--- src/rtl/data_mem_arbiter.sv ---
// Two-port round-robin arbiter that serializes loads/stores onto one data memory port.
// Optional statistics counters are built when DMEM_ARB_STATS_EN is defined.
module data_mem_arbiter #(
    parameter int BUS_WIDTH     = 64,
    parameter int MEM_BIT_WIDTH = 2,
    parameter int READ_LATENCY  = 1,
    parameter int STAT_WIDTH    = 32
) (
    input  logic                     clk,
    input  logic                     rst_n,
    input  logic                     p0_req_valid,
    output logic                     p0_req_ready,
    input  logic                     p0_we,
    input  logic [BUS_WIDTH-1:0]     p0_addr,
    input  logic [BUS_WIDTH-1:0]     p0_wdata,
    input  logic [MEM_BIT_WIDTH-1:0] p0_bit_width,
    input  logic                     p0_sign_extend,
    output logic                     p0_rsp_valid,
    input  logic                     p0_rsp_ready,
    output logic [BUS_WIDTH-1:0]     p0_rdata,
    input  logic                     p1_req_valid,
    output logic                     p1_req_ready,
    input  logic                     p1_we,
    input  logic [BUS_WIDTH-1:0]     p1_addr,
    input  logic [BUS_WIDTH-1:0]     p1_wdata,
    input  logic [MEM_BIT_WIDTH-1:0] p1_bit_width,
    input  logic                     p1_sign_extend,
    output logic                     p1_rsp_valid,
    input  logic                     p1_rsp_ready,
    output logic [BUS_WIDTH-1:0]     p1_rdata,
    output logic                     mem_en,
    output logic                     mem_wea,
    output logic [BUS_WIDTH-1:0]     mem_addr,
    output logic [BUS_WIDTH-1:0]     mem_din,
    output logic [MEM_BIT_WIDTH-1:0] mem_bit_width,
    output logic                     mem_sign_extend,
    input  logic [BUS_WIDTH-1:0]     mem_dout,
    output logic [STAT_WIDTH-1:0]    stat_gnt0,
    output logic [STAT_WIDTH-1:0]    stat_gnt1,
    output logic [STAT_WIDTH-1:0]    stat_conflict
);

    typedef enum logic [1:0] {IDLE, ISSUE, WAIT, RESP} state_t;

    localparam logic [1:0] WAIT_LAST = 2'(READ_LATENCY - 1);

    state_t                   state_q;
    logic                     owner_q;
    logic                     last_q;
    logic                     we_q;
    logic [1:0]               cnt_q;
    logic                     mem_en_q;
    logic                     mem_wea_q;
    logic [BUS_WIDTH-1:0]     mem_addr_q;
    logic [BUS_WIDTH-1:0]     mem_din_q;
    logic [MEM_BIT_WIDTH-1:0] mem_bw_q;
    logic                     mem_sext_q;
    logic                     rsp_valid0_q;
    logic                     rsp_valid1_q;
    logic [BUS_WIDTH-1:0]     rdata0_q;
    logic [BUS_WIDTH-1:0]     rdata1_q;

    logic                     gnt0;
    logic                     gnt1;
    logic                     owner_rsp_ready;
    logic                     sel_we;
    logic [BUS_WIDTH-1:0]     sel_addr;
    logic [BUS_WIDTH-1:0]     sel_wdata;
    logic [MEM_BIT_WIDTH-1:0] sel_bw;
    logic                     sel_sext;

    // last_q == 1 means port 1 was granted last, so port 0 wins the next tie.
    // Grants are gated by rst_n so req_ready reads 0 while reset is held.
    assign gnt0 = rst_n && (state_q == IDLE) && p0_req_valid && (!p1_req_valid || last_q);
    assign gnt1 = rst_n && (state_q == IDLE) && p1_req_valid && (!p0_req_valid || !last_q);

    assign p0_req_ready = gnt0;
    assign p1_req_ready = gnt1;

    assign sel_we    = gnt1 ? p1_we          : p0_we;
    assign sel_addr  = gnt1 ? p1_addr        : p0_addr;
    assign sel_wdata = gnt1 ? p1_wdata       : p0_wdata;
    assign sel_bw    = gnt1 ? p1_bit_width   : p0_bit_width;
    assign sel_sext  = gnt1 ? p1_sign_extend : p0_sign_extend;

    assign owner_rsp_ready = owner_q ? p1_rsp_ready : p0_rsp_ready;

    always_ff @(posedge clk or negedge rst_n) begin
        if (!rst_n) begin
            state_q      <= IDLE;
            owner_q      <= 1'b0;
            last_q       <= 1'b1;
            we_q         <= 1'b0;
            cnt_q        <= '0;
            mem_en_q     <= 1'b0;
            mem_wea_q    <= 1'b0;
            mem_addr_q   <= '0;
            mem_din_q    <= '0;
            mem_bw_q     <= '0;
            mem_sext_q   <= 1'b0;
            rsp_valid0_q <= 1'b0;
            rsp_valid1_q <= 1'b0;
            rdata0_q     <= '0;
            rdata1_q     <= '0;
        end else begin
            case (state_q)
                IDLE: begin
                    if (gnt0 || gnt1) begin
                        owner_q    <= gnt1;
                        last_q     <= gnt1;
                        we_q       <= sel_we;
                        mem_addr_q <= sel_addr;
                        mem_din_q  <= sel_wdata;
                        mem_bw_q   <= sel_bw;
                        mem_sext_q <= sel_sext;
                        mem_en_q   <= 1'b1;
                        mem_wea_q  <= sel_we;
                        state_q    <= ISSUE;
                    end
                end
                ISSUE: begin
                    cnt_q     <= '0;
                    mem_wea_q <= 1'b0;
                    if (we_q) begin
                        mem_en_q <= 1'b0;
                        if (owner_q) begin
                            rdata1_q     <= '0;
                            rsp_valid1_q <= 1'b1;
                        end else begin
                            rdata0_q     <= '0;
                            rsp_valid0_q <= 1'b1;
                        end
                        state_q <= RESP;
                    end else begin
                        state_q <= WAIT;
                    end
                end
                WAIT: begin
                    if (cnt_q == WAIT_LAST) begin
                        mem_en_q <= 1'b0;
                        if (owner_q) begin
                            rdata1_q     <= mem_dout;
                            rsp_valid1_q <= 1'b1;
                        end else begin
                            rdata0_q     <= mem_dout;
                            rsp_valid0_q <= 1'b1;
                        end
                        state_q <= RESP;
                    end else begin
                        cnt_q <= cnt_q + 2'd1;
                    end
                end
                RESP: begin
                    if (owner_rsp_ready) begin
                        rsp_valid0_q <= 1'b0;
                        rsp_valid1_q <= 1'b0;
                        state_q      <= IDLE;
                    end
                end
                default: state_q <= IDLE;
            endcase
        end
    end

    assign mem_en          = mem_en_q;
    assign mem_wea         = mem_wea_q;
    assign mem_addr        = mem_addr_q;
    assign mem_din         = mem_din_q;
    assign mem_bit_width   = mem_bw_q;
    assign mem_sign_extend = mem_sext_q;
    assign p0_rsp_valid    = rsp_valid0_q;
    assign p1_rsp_valid    = rsp_valid1_q;
    assign p0_rdata        = rdata0_q;
    assign p1_rdata        = rdata1_q;

`ifdef DMEM_ARB_STATS_EN
    logic [STAT_WIDTH-1:0] gnt0_cnt_q;
    logic [STAT_WIDTH-1:0] gnt1_cnt_q;
    logic [STAT_WIDTH-1:0] conflict_cnt_q;

    always_ff @(posedge clk or negedge rst_n) begin
        if (!rst_n) begin
            gnt0_cnt_q     <= '0;
            gnt1_cnt_q     <= '0;
            conflict_cnt_q <= '0;
        end else begin
            if (gnt0) gnt0_cnt_q <= gnt0_cnt_q + 1'b1;
            if (gnt1) gnt1_cnt_q <= gnt1_cnt_q + 1'b1;
            if ((gnt0 || gnt1) && p0_req_valid && p1_req_valid)
                conflict_cnt_q <= conflict_cnt_q + 1'b1;
        end
    end

    assign stat_gnt0     = gnt0_cnt_q;
    assign stat_gnt1     = gnt1_cnt_q;
    assign stat_conflict = conflict_cnt_q;
`else
    assign stat_gnt0     = '0;
    assign stat_gnt1     = '0;
    assign stat_conflict = '0;
`endif

endmodule

--- config.mk ---
export PLATFORM = sky130hd
export DESIGN_NAME = data_mem_arbiter
export DESIGN_NICKNAME = d
export VERILOG_FILES = /design/src/rtl/data_mem_arbiter.sv
export SDC_FILE = /design/constraint.sdc
export NUM_CORES = 1
export LEC_CHECK = 0
export BUFFER_PORTS_ARGS = -buffer_cell sky130_fd_sc_hd__buf_2
export CORE_AREA = 2 2 271 273
export DETAILED_ROUTE_END_ITERATION = 6
export DIE_AREA = 0 0 273 275
export PLACE_DENSITY = 0.44
export SLEW_MARGIN = 20
export SYNTH_ARGS = -nofsm -noshare
export SYNTH_HDL_FRONTEND = slang
export SYNTH_SLANG_ARGS = --single-unit
--- constraint.sdc ---
create_clock -name clk -period 2.1 [get_ports clk]
set_input_delay 0.42 -clock clk [delete_from_list [all_inputs] [get_ports clk]]
set_output_delay 0.42 -clock clk [all_outputs]
set_load 0.02 [all_outputs]
==> flow_summary.yaml <==
clocking:
  numCtsBuffers: 36
  h-tree-depth: 2
  cts_tree: "built"
  clk_latency_ps: 530
  clkTransAtPathRegs_ps: 60
  clock-sinks: 270
  clockRootBuffer: "clkbuf_16"
  clockBufferDepth: 3
synth:
  synth-edff-count: 0
  syn_inst: 1438
  synth-seq-area-share_pct: 54.08
  ys_warn_count: 0
  netlist_area_sq_mm: 0.01250
  ys.flop_type: "dfrtp_1"
  avgSynthCellArea_sq_um: 8.690
  ys_ff_latch: 270
  async_flop_share_pct: 100.0
  synth_cell_types: 35
critical_path:
  crit_chain: "inv_2 > ha_4 > nand3_2 > a21o_4 > inv_8 > buf_6"
  cp_slowest_cell: "dfrtp_1"
  startpoint_type: "flip-flop"
  rr_startpoint: "state_q[0]$_DFFE_PN0P_"
  cpPeakStageDelay_ps: 400
  startpoint: "state_q[1]$_DFFE_PN0P_"
  arrival_ps: 1660
  worstSetupPathType: "reg -> out"
  required_ps: 1680
  endpoint_kind: "output port"
  path_max_fanout: 4
  ff2ff_setup_slack_ps: 120
placed_design:
  hpwlAfterDp_um: 35220
  gp_congestion: 0.8480
  portBuffers: 598
  place_ws_ps: 51.91
  place_inst: 2947
sta:
  hold_violations: 0
  worstMarginPinSlew_ps: 945.6
  setup_slack_ps: 18.97
  slew_violations: 0
  fmax_ghz: 0.4805
  rsz0062_at_grt: "yes"
  fin_skew_ps: 14.30
  setup_tns_ps: 0
  fin_crit_sh_pct: 99.10
  min_period_ps: 2081
  max-slew-margin-rel_pct: 36.96
  setup_violations: 0
global_route:
  grt_max_degree: 138
  antenna_found_initial: 4
  grt_usage_pct: 11.86
  overflow: 0
  grt_first_pass_wirelength_um: 69480
  first_global_vias: 11816
floorplanning:
  die_w_um: 273
  std_cell_rows: 99
  dieHeight_um: 275
  dieArea_sq_mm: 0.07508
  ios: 695
  core-area_sq_mm: 0.07234
  start_util_pct: 17.27
run:
  drv_cap: 0
layout:
  fin_cells: 3018
  drive_above_1_share_pct: 35.86
  utilization_pct: 24.40
  final_common_cell: "buf_2"
  fin_nets: 2379
  final_cell_mix: "buf_2 (595), nand2_1 (399), nand3_1 (327)"
  area_growth_pct: 41.26
  fill_cells: 8089
pwr:
  p_per_area_mw_per_mm2: 1659
  p_total_mw: 29.28
  ir_worst_vdd_mv: 1.019
  p_leak_nw: 9.051
detailed_routing:
  postRouteAntennaNets: 0
  drtPass1Iterations: 4
  drc: 0
  vias_per_cell: 3.945
  vias: 11906
  drt_wl_total_um: 47640
  drt_iter0_markers: 495
  wl_per_cell_um: 15.79
status:
  status: "finished clean"
hold_path:
  worstHoldPathType: "in -> async"
[per-layer routing]
metal | wire length (um) | track usage (%)
met1 | 19110 | 14.06
met3 | 3788 | 3.779
met5 | 36 | 0
met2 | 23310 | 20.25
met4 | 1389 | 3.969
[stage by stage]
step	hold slack, ps	instance area [sq um]
floorplan	124.4	12850
global placement	254.4	16380
detailed placement	257.6	16380
CTS	56.59	17580
global route	64.27	17650
finish	2.634	17650
[cells in the mapped netlist (2+ instances only)]
cell / n / area (sq um)
mux2i_1: 3 / 30.03
nor2_1: 3 / 11.26
clkbuf_1: 30 / 112.6
a31oi_1: 5 / 31.28
o21ai_2: 9 / 78.83
a21oi_1: 4 / 20.02
buf_1: 10 / 37.54
buf_2: 31 / 155.2
nand3_1: 328 / 1642
buf_6: 17 / 191.4
clkbuf_2: 4 / 20.02
buf_8: 2 / 30.03
o21ai_1: 21 / 105.1
buf_4: 104 / 780.8
dfrtp_1: 269 / 6731
nand2_1: 399 / 1498
ha_1: 5 / 62.56
o21ai_0: 103 / 515.5
nor2b_1: 3 / 18.77
inv_1: 73 / 274.0
[path summary, 6_finish.rpt]
kind,to,depth (start not counted)
worst max-delay path,p1_req_ready,6
worst max register to register,p0_rdata[3]$_DFFE_PN0P_,8
worst min-delay path,cnt_q[1]$_DFFE_PN0P_,2
max in group asynchronous,p0_rsp_valid$_DFFE_PN0P_,2
worst min register to register,p0_rdata[7]$_DFFE_PN0P_,2
min in group clk,mem_din[31]$_DFFE_PN0P_,3
[critical path, delay by kind of cell, from the launching register on]
kind | cells | cell delay [ps]
adder cells (fa/ha/maj) | 1 | 160
buffers and inverters | 3 | 270
AO/OA/AOI/OAI | 1 | 230
AND/OR/NAND/NOR | 1 | 80
flip-flops | 1 | 400
[sequential cells by signal, summed over array words and instances, names as in the netlist, 2 cells and up]
signal and flops:
cnt_q 2, mem_addr 64, mem_bit_width 2, mem_din 64, p0_rdata 64, p1_rdata 64
state_q 2
[power by group]
group	internal, mW	switching (mW)	leakage, nW	total (mW)
clock network	3.56	2.33	0.545	5.88
registers	7.77	1.46	3.45	9.22
logic	4.63	9.54	5.06	14.2
total	16.0	13.3	9.05	29.3
[logic make-up after synthesis]
logic type	count (synthesis)	synth area share [%]
buffers and inverters	272	12.85
adder cells (fa/ha/maj)	5	0.5007
flip-flops	270	54.08
multiplexers	3	0.2403
XOR/XNOR	1	0.07010
other	1	0.03001
AND/OR/NAND/NOR	734	25.42
AO/OA/AOI/OAI	152	6.809
[area by class of cell]
| type | instances | area, sq um | area share [%] |
|---|---|---|---|
| antenna | 1 | 2.502 | 0.01418 |
| clock inverter | 5 | 53.80 | 0.3048 |
| sequential | 270 | 6758 | 38.28 |
| inverter | 74 | 285.3 | 1.616 |
| clock buffer | 51 | 1049 | 5.940 |
| multi-input combinational | 991 | 4572 | 25.90 |
| tap | 959 | 1200 | 6.798 |
| timing repair buffer | 667 | 3732 | 21.14 |
[repair_timing]
item                                    in CTS  in global routing
gates cloned                                 0                  1
endpoints found under the setup margin       2                 50
resized for setup                           11                  7
buffers inserted                             7                  5
endpoints found under the hold margin       10                  0
pin swaps                                    1                  2
hold buffers                                 1                  0
(Power assumes the default switching activity.)
